### config.mk
export PLATFORM = sky130hd
export DESIGN_NAME = id_stage_pipe
export DESIGN_NICKNAME = d
export VERILOG_FILES = /design/src/rtl/id_stage_pipe.sv
export SDC_FILE = /design/constraint.sdc
export NUM_CORES = 1
export LEC_CHECK = 0
export CORE_MARGIN = 2
export CORE_UTILIZATION = 30
export CTS_CLUSTER_DIAMETER = 200
export DETAILED_ROUTE_END_ITERATION = 16
export PLACE_DENSITY = 0.69
export RECOVER_POWER = 50
export SETUP_SLACK_MARGIN = 0.02
export SLEW_MARGIN = 15
export SYNTH_ARGS = -nofsm -noshare
export SYNTH_HDL_FRONTEND = slang
export SYNTH_SLANG_ARGS = --single-unit
export TNS_END_PERCENT = 20
### constraint.sdc
create_clock -name clk -period 4.81 [get_ports clk]
set_input_delay 0.962 -clock clk [delete_from_list [all_inputs] [get_ports clk]]
set_output_delay 0.962 -clock clk [all_outputs]
set_load 0.02 [all_outputs]
### src/rtl/id_stage_pipe.sv
// RV32-subset decode stage: regfile read, operand build, BEQ/BNE resolution, ID/EX register.
// Define FORWARD_EN to add EX/MEM operand forwarding ports (EX has priority over MEM).
module id_stage_pipe #(
    parameter int unsigned XLEN      = 32,
    parameter int unsigned RF_ADDR_W = 5,
    parameter int unsigned ALU_OP_W  = 4
) (
    input  logic                 clk,
    input  logic                 reset,
    input  logic                 in_valid,
    output logic                 in_ready,
    input  logic [XLEN-1:0]      in_pc,
    input  logic [31:0]          in_inst,
    output logic [RF_ADDR_W-1:0] rs1_addr,
    output logic [RF_ADDR_W-1:0] rs2_addr,
    input  logic [XLEN-1:0]      rs1_data,
    input  logic [XLEN-1:0]      rs2_data,
`ifdef FORWARD_EN
    input  logic                 fwd_ex_we,
    input  logic [RF_ADDR_W-1:0] fwd_ex_rd,
    input  logic [XLEN-1:0]      fwd_ex_data,
    input  logic                 fwd_mem_we,
    input  logic [RF_ADDR_W-1:0] fwd_mem_rd,
    input  logic [XLEN-1:0]      fwd_mem_data,
`endif
    input  logic                 flush,
    input  logic                 out_ready,
    output logic                 out_valid,
    output logic [XLEN-1:0]      out_pc,
    output logic [XLEN-1:0]      out_op1,
    output logic [XLEN-1:0]      out_op2,
    output logic [XLEN-1:0]      out_mem_offset,
    output logic [RF_ADDR_W-1:0] out_rd_addr,
    output logic                 out_rd_we,
    output logic [ALU_OP_W-1:0]  out_alu_op,
    output logic                 br_taken,
    output logic [XLEN-1:0]      br_target,
    output logic                 illegal_inst
);

    localparam logic [ALU_OP_W-1:0] ALU_ADD = ALU_OP_W'(0);
    localparam logic [ALU_OP_W-1:0] ALU_SUB = ALU_OP_W'(1);
    localparam logic [ALU_OP_W-1:0] ALU_AND = ALU_OP_W'(2);
    localparam logic [ALU_OP_W-1:0] ALU_OR  = ALU_OP_W'(3);
    localparam logic [ALU_OP_W-1:0] ALU_XOR = ALU_OP_W'(4);
    localparam logic [ALU_OP_W-1:0] ALU_SLL = ALU_OP_W'(5);
    localparam logic [ALU_OP_W-1:0] ALU_SRL = ALU_OP_W'(6);
    localparam logic [ALU_OP_W-1:0] ALU_SRA = ALU_OP_W'(7);
    localparam logic [ALU_OP_W-1:0] ALU_LW  = ALU_OP_W'(8);
    localparam logic [ALU_OP_W-1:0] ALU_SW  = ALU_OP_W'(9);
    localparam logic [ALU_OP_W-1:0] ALU_BEQ = ALU_OP_W'(10);
    localparam logic [ALU_OP_W-1:0] ALU_BNE = ALU_OP_W'(11);

    localparam logic [6:0] OPC_OP     = 7'b0110011;
    localparam logic [6:0] OPC_OP_IMM = 7'b0010011;
    localparam logic [6:0] OPC_LOAD   = 7'b0000011;
    localparam logic [6:0] OPC_STORE  = 7'b0100011;
    localparam logic [6:0] OPC_BRANCH = 7'b1100011;

    typedef enum logic [0:0] {StIdle, StFull} state_t;

    state_t               state_q, state_d;
    logic [XLEN-1:0]      pc_q, pc_d, op1_q, op1_d, op2_q, op2_d, off_q, off_d;
    logic [RF_ADDR_W-1:0] rd_q, rd_d;
    logic [ALU_OP_W-1:0]  op_q, op_d;
    logic                 we_q, we_d, ill_q, ill_d;

    // Instruction fields
    logic [6:0]      opcode, funct7;
    logic [2:0]      funct3;
    logic [4:0]      rs1_f, rs2_f, rd_f;
    logic [XLEN-1:0] imm_i, imm_s, imm_b;

    assign opcode = in_inst[6:0];
    assign rd_f   = in_inst[11:7];
    assign funct3 = in_inst[14:12];
    assign rs1_f  = in_inst[19:15];
    assign rs2_f  = in_inst[24:20];
    assign funct7 = in_inst[31:25];

    assign imm_i = {{(XLEN-12){in_inst[31]}}, in_inst[31:20]};
    assign imm_s = {{(XLEN-12){in_inst[31]}}, in_inst[31:25], in_inst[11:7]};
    assign imm_b = {{(XLEN-13){in_inst[31]}}, in_inst[31], in_inst[7], in_inst[30:25],
                    in_inst[11:8], 1'b0};

    logic                dec_legal, use_rs1, use_rs2, has_rd, op2_imm, is_branch, is_bne;
    logic [ALU_OP_W-1:0] dec_op;
    logic [XLEN-1:0]     dec_off;

    always_comb begin
        dec_legal = 1'b0;
        use_rs1   = 1'b0;
        use_rs2   = 1'b0;
        has_rd    = 1'b0;
        op2_imm   = 1'b0;
        is_branch = 1'b0;
        is_bne    = 1'b0;
        dec_op    = ALU_ADD;
        dec_off   = '0;
        case (opcode)
            OPC_OP: begin
                dec_legal = 1'b1;
                use_rs1   = 1'b1;
                use_rs2   = 1'b1;
                has_rd    = 1'b1;
                case ({funct7, funct3})
                    10'b0000000_000: dec_op = ALU_ADD;
                    10'b0100000_000: dec_op = ALU_SUB;
                    10'b0000000_111: dec_op = ALU_AND;
                    10'b0000000_110: dec_op = ALU_OR;
                    10'b0000000_100: dec_op = ALU_XOR;
                    10'b0000000_001: dec_op = ALU_SLL;
                    10'b0000000_101: dec_op = ALU_SRL;
                    10'b0100000_101: dec_op = ALU_SRA;
                    default:         dec_legal = 1'b0;
                endcase
            end
            OPC_OP_IMM: begin
                if (funct3 == 3'b000) begin
                    dec_legal = 1'b1;
                    use_rs1   = 1'b1;
                    has_rd    = 1'b1;
                    op2_imm   = 1'b1;
                end
            end
            OPC_LOAD: begin
                if (funct3 == 3'b010) begin
                    dec_legal = 1'b1;
                    use_rs1   = 1'b1;
                    has_rd    = 1'b1;
                    dec_op    = ALU_LW;
                    dec_off   = imm_i;
                end
            end
            OPC_STORE: begin
                if (funct3 == 3'b010) begin
                    dec_legal = 1'b1;
                    use_rs1   = 1'b1;
                    use_rs2   = 1'b1;
                    dec_op    = ALU_SW;
                    dec_off   = imm_s;
                end
            end
            OPC_BRANCH: begin
                if (funct3[2:1] == 2'b00) begin
                    dec_legal = 1'b1;
                    use_rs1   = 1'b1;
                    use_rs2   = 1'b1;
                    is_branch = 1'b1;
                    is_bne    = funct3[0];
                    dec_op    = funct3[0] ? ALU_BNE : ALU_BEQ;
                end
            end
            default: ;
        endcase
        // An unknown encoding reads nothing, so it can never cause a stall.
        if (!dec_legal) begin
            use_rs1 = 1'b0;
            use_rs2 = 1'b0;
            has_rd  = 1'b0;
        end
    end

    assign rs1_addr = use_rs1 ? RF_ADDR_W'(rs1_f) : '0;
    assign rs2_addr = use_rs2 ? RF_ADDR_W'(rs2_f) : '0;

    logic [XLEN-1:0] rs1_val, rs2_val;

`ifdef FORWARD_EN
    always_comb begin
        rs1_val = rs1_data;
        if (fwd_ex_we && fwd_ex_rd != '0 && fwd_ex_rd == rs1_addr) begin
            rs1_val = fwd_ex_data;
        end else if (fwd_mem_we && fwd_mem_rd != '0 && fwd_mem_rd == rs1_addr) begin
            rs1_val = fwd_mem_data;
        end
        rs2_val = rs2_data;
        if (fwd_ex_we && fwd_ex_rd != '0 && fwd_ex_rd == rs2_addr) begin
            rs2_val = fwd_ex_data;
        end else if (fwd_mem_we && fwd_mem_rd != '0 && fwd_mem_rd == rs2_addr) begin
            rs2_val = fwd_mem_data;
        end
    end
`else
    assign rs1_val = rs1_data;
    assign rs2_val = rs2_data;
`endif

    logic [XLEN-1:0]      op1, op2;
    logic [RF_ADDR_W-1:0] dec_rd;
    logic                 dec_we;

    assign op1    = use_rs1 ? rs1_val : '0;
    assign op2    = op2_imm ? imm_i : (use_rs2 ? rs2_val : '0);
    assign dec_rd = has_rd ? RF_ADDR_W'(rd_f) : '0;
    assign dec_we = has_rd && (rd_f != 5'd0);

    // Handshake, load-use hazard against the instruction sitting in ID/EX
    logic ld, load_use, accept;

    assign out_valid = (state_q == StFull);
    assign ld        = !out_valid || out_ready;
    assign load_use  = out_valid && (op_q == ALU_LW) && we_q && (rd_q != '0) &&
                       ((use_rs1 && rs1_addr == rd_q) || (use_rs2 && rs2_addr == rd_q));
    assign in_ready  = flush || (ld && !load_use);
    assign accept    = in_valid && in_ready && !flush;

    assign br_target = in_pc + imm_b;
    assign br_taken  = accept && is_branch && ((op1 == op2) != is_bne);

    always_comb begin
        state_d = state_q;
        pc_d    = pc_q;
        op1_d   = op1_q;
        op2_d   = op2_q;
        off_d   = off_q;
        rd_d    = rd_q;
        we_d    = we_q;
        op_d    = op_q;
        ill_d   = accept && !dec_legal;
        if (flush || (ld && !(accept && dec_legal))) begin
            state_d = StIdle;
            pc_d    = '0;
            op1_d   = '0;
            op2_d   = '0;
            off_d   = '0;
            rd_d    = '0;
            we_d    = 1'b0;
            op_d    = '0;
        end else if (ld) begin
            state_d = StFull;
            pc_d    = in_pc;
            op1_d   = op1;
            op2_d   = op2;
            off_d   = dec_off;
            rd_d    = dec_rd;
            we_d    = dec_we;
            op_d    = dec_op;
        end
    end

    always_ff @(posedge clk or posedge reset) begin
        if (reset) begin
            state_q <= StIdle;
            pc_q    <= '0;
            op1_q   <= '0;
            op2_q   <= '0;
            off_q   <= '0;
            rd_q    <= '0;
            we_q    <= 1'b0;
            op_q    <= '0;
            ill_q   <= 1'b0;
        end else begin
            state_q <= state_d;
            pc_q    <= pc_d;
            op1_q   <= op1_d;
            op2_q   <= op2_d;
            off_q   <= off_d;
            rd_q    <= rd_d;
            we_q    <= we_d;
            op_q    <= op_d;
            ill_q   <= ill_d;
        end
    end

    assign out_pc         = pc_q;
    assign out_op1        = op1_q;
    assign out_op2        = op2_q;
    assign out_mem_offset = off_q;
    assign out_rd_addr    = rd_q;
    assign out_rd_we      = we_q;
    assign out_alu_op     = op_q;
    assign illegal_inst   = ill_q;

endmodule

Word level (Yosys, flattened, before mapping):

Cells that the tools add are included.

* reduce and logical (&&, ||, !) cells: 32
* add/sub/neg operators: 1
* equal/unequal tests: 18
* muxes and demuxes: 46

Operators by type and width (number)
* $mux W32: 13
* $pmux W32 S2: 1
* $eq A10 B3 Y1 const B: 4
* $add A32 B32 Y32: 1
* $eq A32 B32 Y1: 1
* $mux W5: 5
* $pmux W3 S7: 1
* $eq A10 B9 Y1 const B: 2
* $mux W4: 5
* $mux W1: 16
* $pmux W4 S4: 1
* $logic_and A1 B1 Y1: 15
* $eq A7 B6 Y1 const B: 2
* $eq A10 B1 Y1 const B: 1
* $eq A5 B5 Y1: 2
* $logic_not A10 Y1: 1
* $reduce_bool A5 Y1: 2
* $pmux W1 S4: 2
* $reduce_or A8 Y1: 1
* $eq A7 B2 Y1 const B: 1
* $eq A7 B5 Y1 const B: 1
* $eq A7 B7 Y1 const B: 1
* $pmux W1 S3: 2
* $logic_not A1 Y1: 5
* 8 further kinds: 11

* word-level logic and storage cells: 106
* register bits: 140
* output and inout port bits: 184
* input bits: 133

Logic depth before layout (Yosys ltp):

Gate-level depths: netlist of run 1.

* depth in word-level cells: 20
* depth in mapped cells: 13
* depth with buffers taken out: 13

Worst setup path after synthesis of run 1:

Ideal clock, no wire load.

* path kind: input to output
* start point: in in_pc[10]
* end point: out br_target[27]
* setup slack: 0.389 ns
* data arrival time: 3.459 ns
* stages on the path: 11
* path buffers: 0
* required time: 3.848 ns
* cell sequence: ha_1 and4_4 a21oi_1 or3b_1 o221a_4 o41ai_4 o211ai_2 o21a_1 nand2_1 nand2_1 xnor2_1

* cells in the longest elaborated chain, start to end: 1

Ends and longest elaborated chain
* from (decl): RTL line 12 `input logic [XLEN-1:0] in_pc,`
* $add A32 B32 Y32: RTL line 208 `assign br_target = in_pc + imm_b;`
* to (decl): RTL line 37 `output logic [XLEN-1:0] br_target,`

Every way passes these cells.

Worst setup path after layout of run 1:

* start point: in in_inst[6]
* end point: out br_taken

* cells in the longest elaborated chain, start to end: 16
* elaborated cells between the ends (all ways): 34
* those cells by class: 9 x eq/ne; 13 x mux; 12 x reduce/logical

Ends and longest elaborated chain
* from (decl): RTL line 13 `input logic [31:0] in_inst,`
* $eq A7 B6 Y1 or $eq A7 B2 Y1 (tied branches): RTL line 100 `case (opcode)`
* $reduce_or A2 Y1 (no source line)
* $pmux W1 S4: RTL line 100
* $mux W1: RTL line 157 `if (!dec_legal) begin`
* $mux W5 (on tied branches): RTL line 164, 165
* $eq A5 B5 Y1: RTL line 204 `((use_rs1 && rs1_addr == rd_q) || (use_rs2 && rs2_addr == rd_q));`
* $logic_and A1 B1 Y1: RTL line 204
* $logic_or A1 B1 Y1: RTL line 204
* $logic_and A1 B1 Y1: RTL line 203 `assign load_use = out_valid && (op_q == ALU_LW) && we_q && (rd_q != '0) &&`
* $logic_not A1 Y1: RTL line 205 `assign in_ready = flush || (ld && !load_use);`
* $logic_and A1 B1 Y1: RTL line 205
* $logic_or A1 B1 Y1: RTL line 205
* $logic_and A1 B1 Y1 (2 in series): RTL line 206 `assign accept = in_valid && in_ready && !flush;`
* $logic_and A1 B1 Y1: RTL line 209 `assign br_taken = accept && is_branch && ((op1 == op2) != is_bne);`
* $logic_and A1 B1 Y1 *: RTL line 209
* to (decl): RTL line 36 `output logic br_taken,`

Mark *: on every way between the ends. The rest lies on a longest branch, timed or not.

==> impl_metrics.json, run 1 <==
{
  "failed_checks": "max-capacitance violations, max-slew violations",
  "tightest_slew_ns": 1.87,
  "r2r_end": "out_mem_offset[4]$_DFFE_PP0P_",
  "fin_util": 0.518,
  "fillerInstances": 2399,
  "async_flop_share": 1.00,
  "clkSlewWorstSetupHoldPaths_ns": 0.06,
  "wl_per_cell_um": 19.8,
  "start_util": 0.305,
  "synth-edff-count": 0,
  "drc": 0,
  "cts_sinks": 120,
  "power_w": 0.00311,
  "p_leak_nw": 6.20,
  "dieHeight_um": 167,
  "final_antenna_net_count": 0,
  "wirelength_mm": 33.0,
  "synth_commonest_cells": "dfrtp_1 (120), nand2_1 (88), a22o_1 (78)",
  "holdPathEnd": "out_op2[21]$_DFFE_PP0P_",
  "maxSlewViolCount": 86,
  "port-buffer-count": 316,
  "synth_nets": 1039,
  "first_iter_violations": 650,
  "final.min_clock_period_ns": 4.70,
  "grt_pass1_wl_mm": 49.9,
  "cts_root_buf": "clkbuf_16",
  "cts_tree": "yes",
  "regToRegStartpoint": "out_rd_addr[1]$_DFFE_PP0P_",
  "fin_setup_tns_ns": 0,
  "antenna_found_initial": 5,
  "fin_crit_sh": 0.976,
  "crit_chain": "buf_6 > buf_6 > or4b_4 > o211ai_4 > nand2_2 > a21oi_4 > o21ai_2 > a32o_2 > nor4b_4 > o2111ai_2 > xor2_1 > nor3_2 > buf_4",
  "final_layout_size_suffix_gt1_frac": 0.224,
  "num_vias": 8842,
  "syn_area_um2": 7930,
  "reg2reg_slack_ns": 1.79,
  "area_growth_pct": 69.8,
  "clock.fmax_ghz": 0.213,
  "place.gp.congestion": 0.897,
  "grt_max_degree": 92,
  "synth_top_family_by_area": "compound AO/OA/AOI/OAI gates",
  "synth_top_cell_area_share": 0.379,
  "io_pins": 317,
  "powerDensity_nw_per_um2": 231,
  "finalSetupViolCount": 0,
  "grt_pass1_vias": 8832,
  "rows": 59,
  "max_stage_delay_ns": 0.54,
  "synth_seq_area_share": 0.379,
  "yosysMostFrequentCell": "dfrtp_1",
  "status": "finished with violations",
  "netlist-cell-type-count": 77,
  "reg2reg_depth": 10,
  "muxShareOfSynthArea": 0.00631,
  "ys.warnings.count": 0,
  "htreeDepth": 4,
  "hold_path_depth": 2,
  "finalHoldViolations": 0,
  "synth_area_per_cell_um2": 9.06,
  "dieArea_um2": 27700,
  "critPathLaunchType": "input pin",
  "finClkSkew_ns": 0.0130,
  "cp.required_ns": 3.85,
  "critPathKind": "in2out",
  "yosys.area_share.simple": 0.176,
  "worstPathArrival_ns": 3.73,
  "cts-hold-fix-buffers": 0,
  "dpl.hpwl_mm": 25.2,
  "nets": 1482,
  "synth_area_leader_cell": "dfrtp_1",
  "drtPass1Iterations": 5,
  "min_path_type": "reg2reg",
  "cts_buffer_depth": 2,
  "synth_ff_type": "dfrtp_1",
  "synth_compound_gate_area_share": 0.271,
  "drv_cap": 1,
  "die_x_um": 167,
  "worstHoldStart": "out_op2[21]$_DFFE_PP0P_",
  "grt_overflow_total": 0,
  "cp_common_cell": "buf_6",
  "via_per_inst": 5.30,
  "worstPathMaxFanout": 5,
  "groute.usage.overall": 0.229,
  "coreArea_um2": 26000,
  "cts_buffers": 17,
  "peakVddDrop_mv": 0.160,
  "yosys_register_bits": 120,
  "slowest_stage": "or4b_4",
  "synth_cells": 875,
  "synthTopCellsByArea": "dfrtp_1 (38%), a22o_1 (8.6%), ha_1 (4.7%)",
  "clk_latency_ns": 0.42,
  "critPathCaptureType": "output pin",
  "synthXorXnorAreaFrac": 0.0630,
  "relSlewSlack": -0.248,
  "synth-adder-area-share": 0.0499
}
-- kinds of logic (layout without fill, tap and decap cells) --
kind of cell / Yosys count / after routing
compound gates: 303 / 303
simple gates: 271 / 271
flops: 120 / 120
buf+inv: 88 / 543
xor+xnor: 57 / 57
fa+ha+maj: 31 / 31
mux: 5 / 5
other cells: 0 / 3
-- per-layer routing --
| metal | GRT usage | up-vias | part of all wire |
|---|---|---|---|
| met5 | 0 | - | 0.00039 |
| met4 | 0.0851 | 2 | 0.026 |
| met1 | 0.278 | 4322 | 0.42 |
| li1 | - | 4136 | - |
| met3 | 0.0601 | 54 | 0.069 |
| met2 | 0.391 | 328 | 0.49 |
-- power by group --
group,switching (W),internal (W)
Sequential,0.000000405,0.00101
Clock,0.000483,0.000814
Combinational,0.000405,0.000398
Total,0.000888,0.00222
-- final cells by class --
type                            count  area (µm²)  share of cell area
Antenna cell                        3        7.51            0.000558
Clock buffer                       24         492              0.0365
Clock inverter                      7        92.6             0.00688
Inverter                           17        67.6             0.00502
Multi-Input combinational cell    667        4840               0.360
Sequential cell                   120        3000               0.223
Tap cell                          335         419              0.0311
Timing Repair Buffer              495        4540               0.337
-- per-stage QoR --
stage,instances,setup WS (ns),hold slack [ns],area [µm²]
after floorplan,875,0.389,0.590,7930
after global placement,1612,-0.765,0.463,12400
after detailed placement,1612,-0.791,0.472,12400
after CTS,1651,-0.0681,0.484,13100
after global routing,1667,-0.00885,0.510,13500
final,1668,0.115,0.474,13500
-- sequential cells by signal (all words and copies together) (netlist names) --
| name | cells |
|---|---|
| out_op2 | 32 |
| illegal_inst | 1 |
| out_valid | 1 |
| out_pc | 32 |
| out_op1 | 32 |
| out_alu_op | 4 |
| out_rd_we | 1 |
| out_rd_addr | 5 |
| out_mem_offset | 12 |
-- critical path, delay by kind of cell --
family	cells	cell delay, ns
xor+xnor	1	0.20
compound gates	5	1.05
buf+inv	3	0.40
simple gates	4	1.13
-- cells in the final DEF, fill, tap and decap left out, types with 5 or more instances in the layout --
master           count
clkdlybuf4s50_1    173
buf_4              167
dfrtp_1            120
dlygate4sd3_1       93
nand2_1             85
a22o_1              78
o21ai_0             64
nor2_1              58
a21oi_1             45
xnor2_1             42
nand3_1             23
ha_1                21
a31oi_1             20
clkbuf_16           17
nor3_1              16
xor2_1              15
dlymetal6s2s_1      14
inv_1               13
buf_6               13
a22oi_1             12
and2_1              11
nor4bb_1            11
dlygate4sd2_1       11
a21o_1              10
clkbuf_2             9
nand2b_1             8
o211ai_1             6
o21ai_1              5
mux2i_1              5
a21oi_2              5
o32ai_1              5
ha_4                 5
clkbuf_1             5
-- worst max-delay path by stage --
stage                          start       endpoint  slack (ns)
final                     in_inst[6]       br_taken        0.11
after detailed placement    in_pc[1]  br_target[25]       -0.79
after CTS                   in_pc[2]  br_target[28]       -0.07
after global routing       in_pc[11]  br_target[25]      -0.009
after floorplan            in_pc[10]  br_target[27]        0.39
after global placement      in_pc[1]  br_target[25]       -0.77
-- timing repair --
item | 4_1_cts | 5_1_grt
setup buffers | 8 | 14
gates resized for setup | 95 | 106
pin swaps | 23 | 29
setup endpoints to repair | 24 | 22
Note: power is estimated with default switching activity, not from simulation.
==> inputs of run 2 (changes only) <==
Settings changed: MAX_ROUTING_LAYER set to met4.
==> impl_metrics.json, run 2 (synthesis gave the netlist of run 1 again) <==
{
  "grt_max_degree": 90,
  "relSlewSlack": -0.242,
  "tightest_slew_ns": 1.86,
  "setup_ws_ns": -0.0203,
  "power_w": 0.00304,
  "grt_pass1_vias": 8596,
  "antenna_found_initial": 4,
  "finalSetupViolCount": 1,
  "crit_chain": "buf_8 > ha_4 > inv_2 > fa_2 > nor2b_2 > o31a_1 > o2111a_1 > o221a_4 > o41ai_4 > o211ai_2 > o21a_1 > o41ai_4 > xnor2_1 > buf_4",
  "dpl.hpwl_mm": 25.1,
  "reg2reg_slack_ns": 1.40,
  "use_met3": 0.0623,
  "final.min_clock_period_ns": 4.83,
  "top_usage_layer": "met2",
  "drc": 0,
  "finalHoldViolations": 0,
  "cp.required_ns": 3.85,
  "first_iter_violations": 590,
  "cp_top_family": "compound AO/OA/AOI/OAI gates",
  "grt_pass1_wl_mm": 49.7,
  "dieHeight_um": 167,
  "cts_buffers": 17,
  "holdWs_ns": 0.474,
  "port-buffer-count": 316,
  "clkSlewWorstSetupHoldPaths_ns": 0.06,
  "clk_latency_ns": 0.42,
  "cts_sinks": 120,
  "max_stage_delay_ns": 0.41,
  "maxSlewViolCount": 85,
  "wirelength_mm": 33.1,
  "critPathKind": "in2out",
  "cts_tree": "yes",
  "ff_latch_area_um2": 3000,
  "final_antenna_net_count": 0,
  "fin_crit_sh": 1.00,
  "critPathCaptureType": "output pin",
  "grt_overflow_total": 0,
  "final_common_cell": "clkdlybuf4s50_1",
  "fillerInstances": 2449,
  "grtUsageMet1": 0.285,
  "place.gp.congestion": 0.902,
  "rows": 59,
  "multiInputGateArea_um2": 4810,
  "finClkSkew_ns": 0.0112,
  "final_cell_mix": "clkdlybuf4s50_1 (176), buf_4 (166), dfrtp_1 (120)",
  "slowest_stage": "o41ai_4",
  "via_per_inst": 5.28,
  "critPathLaunchType": "input pin",
  "cp_num_buf_inv": 3,
  "coreArea_um2": 26000,
  "area_growth_pct": 67.6,
  "num_vias": 8753,
  "die_x_um": 167,
  "wl_per_cell_um": 20.0,
  "worstPathArrival_ns": 3.87,
  "groute.usage.overall": 0.237,
  "nets": 1473,
  "dp_cells": 1608,
  "final_layout_size_suffix_gt1_frac": 0.213,
  "rsz0062_at_grt": "true",
  "status": "finished with violations",
  "drtPass1Iterations": 7,
  "cts_root_buf": "clkbuf_16",
  "cp_common_cell": "o41ai_4",
  "htreeDepth": 4,
  "cts-hold-fix-buffers": 0,
  "min_path_type": "reg2reg",
  "dieArea_um2": 27700,
  "p_leak_nw": 6.10,
  "powerDensity_nw_per_um2": 228,
  "worstPathMaxFanout": 4,
  "use_met2": 0.389,
  "io_pins": 317,
  "fin_cells": 1658,
  "clock.fmax_ghz": 0.207,
  "cts_buffer_depth": 2,
  "drv_cap": 1,
  "peakVddDrop_mv": 0.179,
  "failed_checks": "max-capacitance violations, max-slew violations, negative setup slack",
  "start_util": 0.305
}
## run 2: cell types whose count changed in the layout (fill, tap and decap cells not counted), moves of 3 or more
cell,before,now
nand2_2,3,0
nand2_1,85,88
clkdlybuf4s50_1,173,176
clkbuf_2,9,13
buf_6,13,4
dlymetal6s2s_1,14,11
## run 2: power breakdown
part	switching (W)	internal [W]	leakage (nW)
logic	0.000405	0.000399	4.17
clock network	0.000480	0.000740	0.259
registers	0.000000366	0.00101	1.68
## run 2: final timing paths
path                                                    start                       endpoint  cells after the start
max in group asynchronous                               reset         out_op1[5]$_DFFE_PP0P_                      3
worst min-delay path            out_mem_offset[4]$_DFFE_PP0P_  out_mem_offset[4]$_DFFE_PP0P_                      2
worst max-delay path                                 in_pc[1]                  br_target[25]                     14
worst max register to register     out_rd_addr[1]$_DFFE_PP0P_  out_mem_offset[3]$_DFFE_PP0P_                      9
worst min register to register  out_mem_offset[4]$_DFFE_PP0P_  out_mem_offset[4]$_DFFE_PP0P_                      2
min in group asynchronous                               reset        out_op1[27]$_DFFE_PP0P_                      2
## run 2: stage by stage
step | area (µm²) | setup TNS (ns) | utilization | setup slack, ns
3_3_place_gp | 12300 | -12.32 | 0.475 | -0.755
5_1_grt | 13300 | -0.245 | 0.511 | -0.130
4_1_cts | 13100 | -0.247 | 0.504 | -0.162
3_5_place_dp | 12300 | -12.83 | 0.475 | -0.875
6_report | 13300 | -0.0203 | 0.511 | -0.0203
2_1_floorplan | 7930 | 0 | - | 0.389
## run 2: per-layer routing
metal / routed length (µm) / vias to the layer above
met5: 0 / -
met4: 812 / 0
met3: 2510 / 45
met2: 15900 / 330
met1: 13900 / 4257
li1: - / 4121
## run 2: layout make-up
| cell class | instances | area share |
|---|---|---|
| Timing Repair Buffer | 486 | 0.334 |
| Clock inverter | 8 | 0.00565 |
| Multi-Input combinational cell | 667 | 0.362 |
| Inverter | 17 | 0.00508 |
| Sequential cell | 120 | 0.226 |
| Clock buffer | 21 | 0.0354 |
| Tap cell | 335 | 0.0315 |
| Antenna cell | 4 | 0.000753 |
## run 2: timing repair
item	4_1_cts	5_1_grt
endpoints found under the setup margin	29	19
setup buffers	8	8
resized for setup	96	79
pin swaps	24	35
hold endpoints to repair	0	0
gates cloned	1	0
## run 2: worst register-to-register path, delay by kind of cell (launching register included)
kind,cells,cell delay [ns]
DFF,1,0.45
buffers and inverters,1,0.20
AOI/OAI and AO/OA,2,0.44
and+or+nand+nor,6,2.25
==> inputs of run 3 (changes only) <==
Settings changed: RECOVER_POWER 50 to not set.
==> impl_metrics.json, run 3 (synthesis gave the netlist of run 1 again) <==
{
  "grt_pass1_vias": 8596,
  "multiInputGateArea_um2": 4810,
  "drtPass1Iterations": 5,
  "finalSetupViolCount": 1,
  "peakVddDrop_mv": 0.180,
  "final_common_cell": "clkdlybuf4s50_1",
  "place.gp.congestion": 0.902,
  "cp_top_family": "compound AO/OA/AOI/OAI gates",
  "cp.required_ns": 3.85,
  "cts_sinks": 120,
  "final.min_clock_period_ns": 4.83,
  "area_growth_pct": 67.7,
  "power_frac_seq": 0.333,
  "status": "finished with violations",
  "maxSlewViolCount": 0,
  "fin_util": 0.512,
  "grt_pass1_wl_mm": 49.7,
  "dieHeight_um": 167,
  "max_stage_delay_ns": 0.41,
  "cts_buffer_depth": 2,
  "fin_cells": 1658,
  "htreeDepth": 4,
  "nets": 1473,
  "tightest_slew_ns": 1.17,
  "finalHoldViolations": 0,
  "critPathKind": "in2out",
  "port-buffer-count": 316,
  "worstPathMaxFanout": 4,
  "p_leak_nw": 5.79,
  "grt_overflow_total": 0,
  "powerDensity_nw_per_um2": 228,
  "pwr-share-clk": 0.402,
  "drc": 0,
  "cts_buffers": 17,
  "failed_checks": "negative setup slack",
  "io_pins": 317,
  "rsz0062_at_grt": "true",
  "swShare": 0.292,
  "p_int_w": 0.00215,
  "dieArea_um2": 27700,
  "critPathLaunchType": "input pin",
  "first_iter_violations": 632,
  "place_area_um2": 12300,
  "rows": 59,
  "setup_ws_ns": -0.0189,
  "final_layout_size_suffix_gt1_frac": 0.215,
  "grt_max_degree": 90,
  "fin_crit_sh": 1.00,
  "coreArea_um2": 26000,
  "relSlewSlack": 0.221,
  "crit_chain": "clkdlybuf4s15_1 > ha_4 > and4_4 > a21oi_2 > or3b_4 > o221a_4 > o41ai_4 > o211ai_2 > o21a_1 > o41ai_4 > xnor2_1 > buf_4",
  "share_comb_of_total_power": 0.265,
  "groute.usage.overall": 0.237,
  "num_vias": 8765,
  "holdWs_ns": 0.479,
  "final_antenna_net_count": 0,
  "critPathCaptureType": "output pin",
  "wirelength_mm": 33.0,
  "slowest_stage": "o41ai_4",
  "antenna_found_initial": 4,
  "wl_per_cell_um": 19.9,
  "cp_num_buf_inv": 2,
  "clock.fmax_ghz": 0.207,
  "drv_cap": 0,
  "min_path_type": "reg2reg",
  "worstPathArrival_ns": 3.87,
  "start_util": 0.305,
  "cp_common_cell": "o41ai_4",
  "fillerInstances": 2451,
  "cts_root_buf": "clkbuf_16",
  "dp_cells": 1608,
  "finClkSkew_ns": 0.0111,
  "die_x_um": 167,
  "fin_area_um2": 13300,
  "power_switching_w": 0.000886,
  "dpl.hpwl_mm": 25.1,
  "power_w": 0.00304,
  "clkSlewWorstSetupHoldPaths_ns": 0.06,
  "final_cell_mix": "clkdlybuf4s50_1 (267), buf_4 (168), dfrtp_1 (120)",
  "clk_latency_ns": 0.42,
  "cts_tree": "yes",
  "via_per_inst": 5.29,
  "ff_latch_area_um2": 3000
}
==> run 3: layer usage <==
metal | vias to the layer above | routed length [µm] | GRT usage
met1 | 4253 | 13800 | 0.285
met2 | 348 | 15900 | 0.389
li1 | 4115 | - | -
met3 | 49 | 2500 | 0.0623
met5 | - | 0 | -
met4 | 0 | 837 | 0.0746
==> run 3: area by class of cell <==
class | instances | area share
Multi-Input combinational cell | 667 | 0.362
Timing Repair Buffer | 486 | 0.334
Tap cell | 335 | 0.0315
Inverter | 17 | 0.00518
Clock buffer | 21 | 0.0354
Sequential cell | 120 | 0.226
Antenna cell | 4 | 0.000753
Clock inverter | 8 | 0.00565
==> run 3: power groups by stage <==
stage          Clock (W)  Combinational (W)  Sequential (W)
6_report         0.00122           0.000806         0.00101
5_1_grt          0.00129           0.000866         0.00101
4_1_cts          0.00125           0.000778         0.00101
3_5_place_dp           0           0.000776         0.00103
3_3_place_gp           0           0.000770         0.00103
2_1_floorplan          0           0.000341         0.00103
==> run 3: stage by stage <==
| step | TNS (ns) | setup slack [ns] |
|---|---|---|
| 6_report | -0.0189 | -0.0189 |
| 5_1_grt | -0.245 | -0.130 |
| 4_1_cts | -0.247 | -0.162 |
| 3_5_place_dp | -12.83 | -0.875 |
| 3_3_place_gp | -12.32 | -0.755 |
| 2_1_floorplan | 0 | 0.389 |
==> run 3: final timing paths <==
path	from	end	slack, ns	cells after the start
min reg2reg	out_mem_offset[4]$_DFFE_PP0P_	out_mem_offset[4]$_DFFE_PP0P_	0.48	2
min in group asynchronous	reset	out_op1[27]$_DFFE_PP0P_	1.09	2
min	out_mem_offset[4]$_DFFE_PP0P_	out_mem_offset[4]$_DFFE_PP0P_	0.48	2
max	in_pc[9]	br_target[25]	-0.02	12
max reg2reg	out_rd_addr[1]$_DFFE_PP0P_	out_mem_offset[3]$_DFFE_PP0P_	1.41	9
max in group asynchronous	reset	out_op1[5]$_DFFE_PP0P_	2.86	3
==> run 3: tightest hold or removal path, stage by stage, from the launching register on <==
cell	delay (ns)
dfrtp_1	0.34
nand2_1	0.05
o21ai_0	0.06
==> run 3: what timing repair did <==
item                       4_1_cts  5_1_grt
hold buffers                     0        0
setup endpoints to repair       29       19
buffers inserted                 8        8
cloned                           1        0
resized for setup               96       79
pin swaps                       24       35
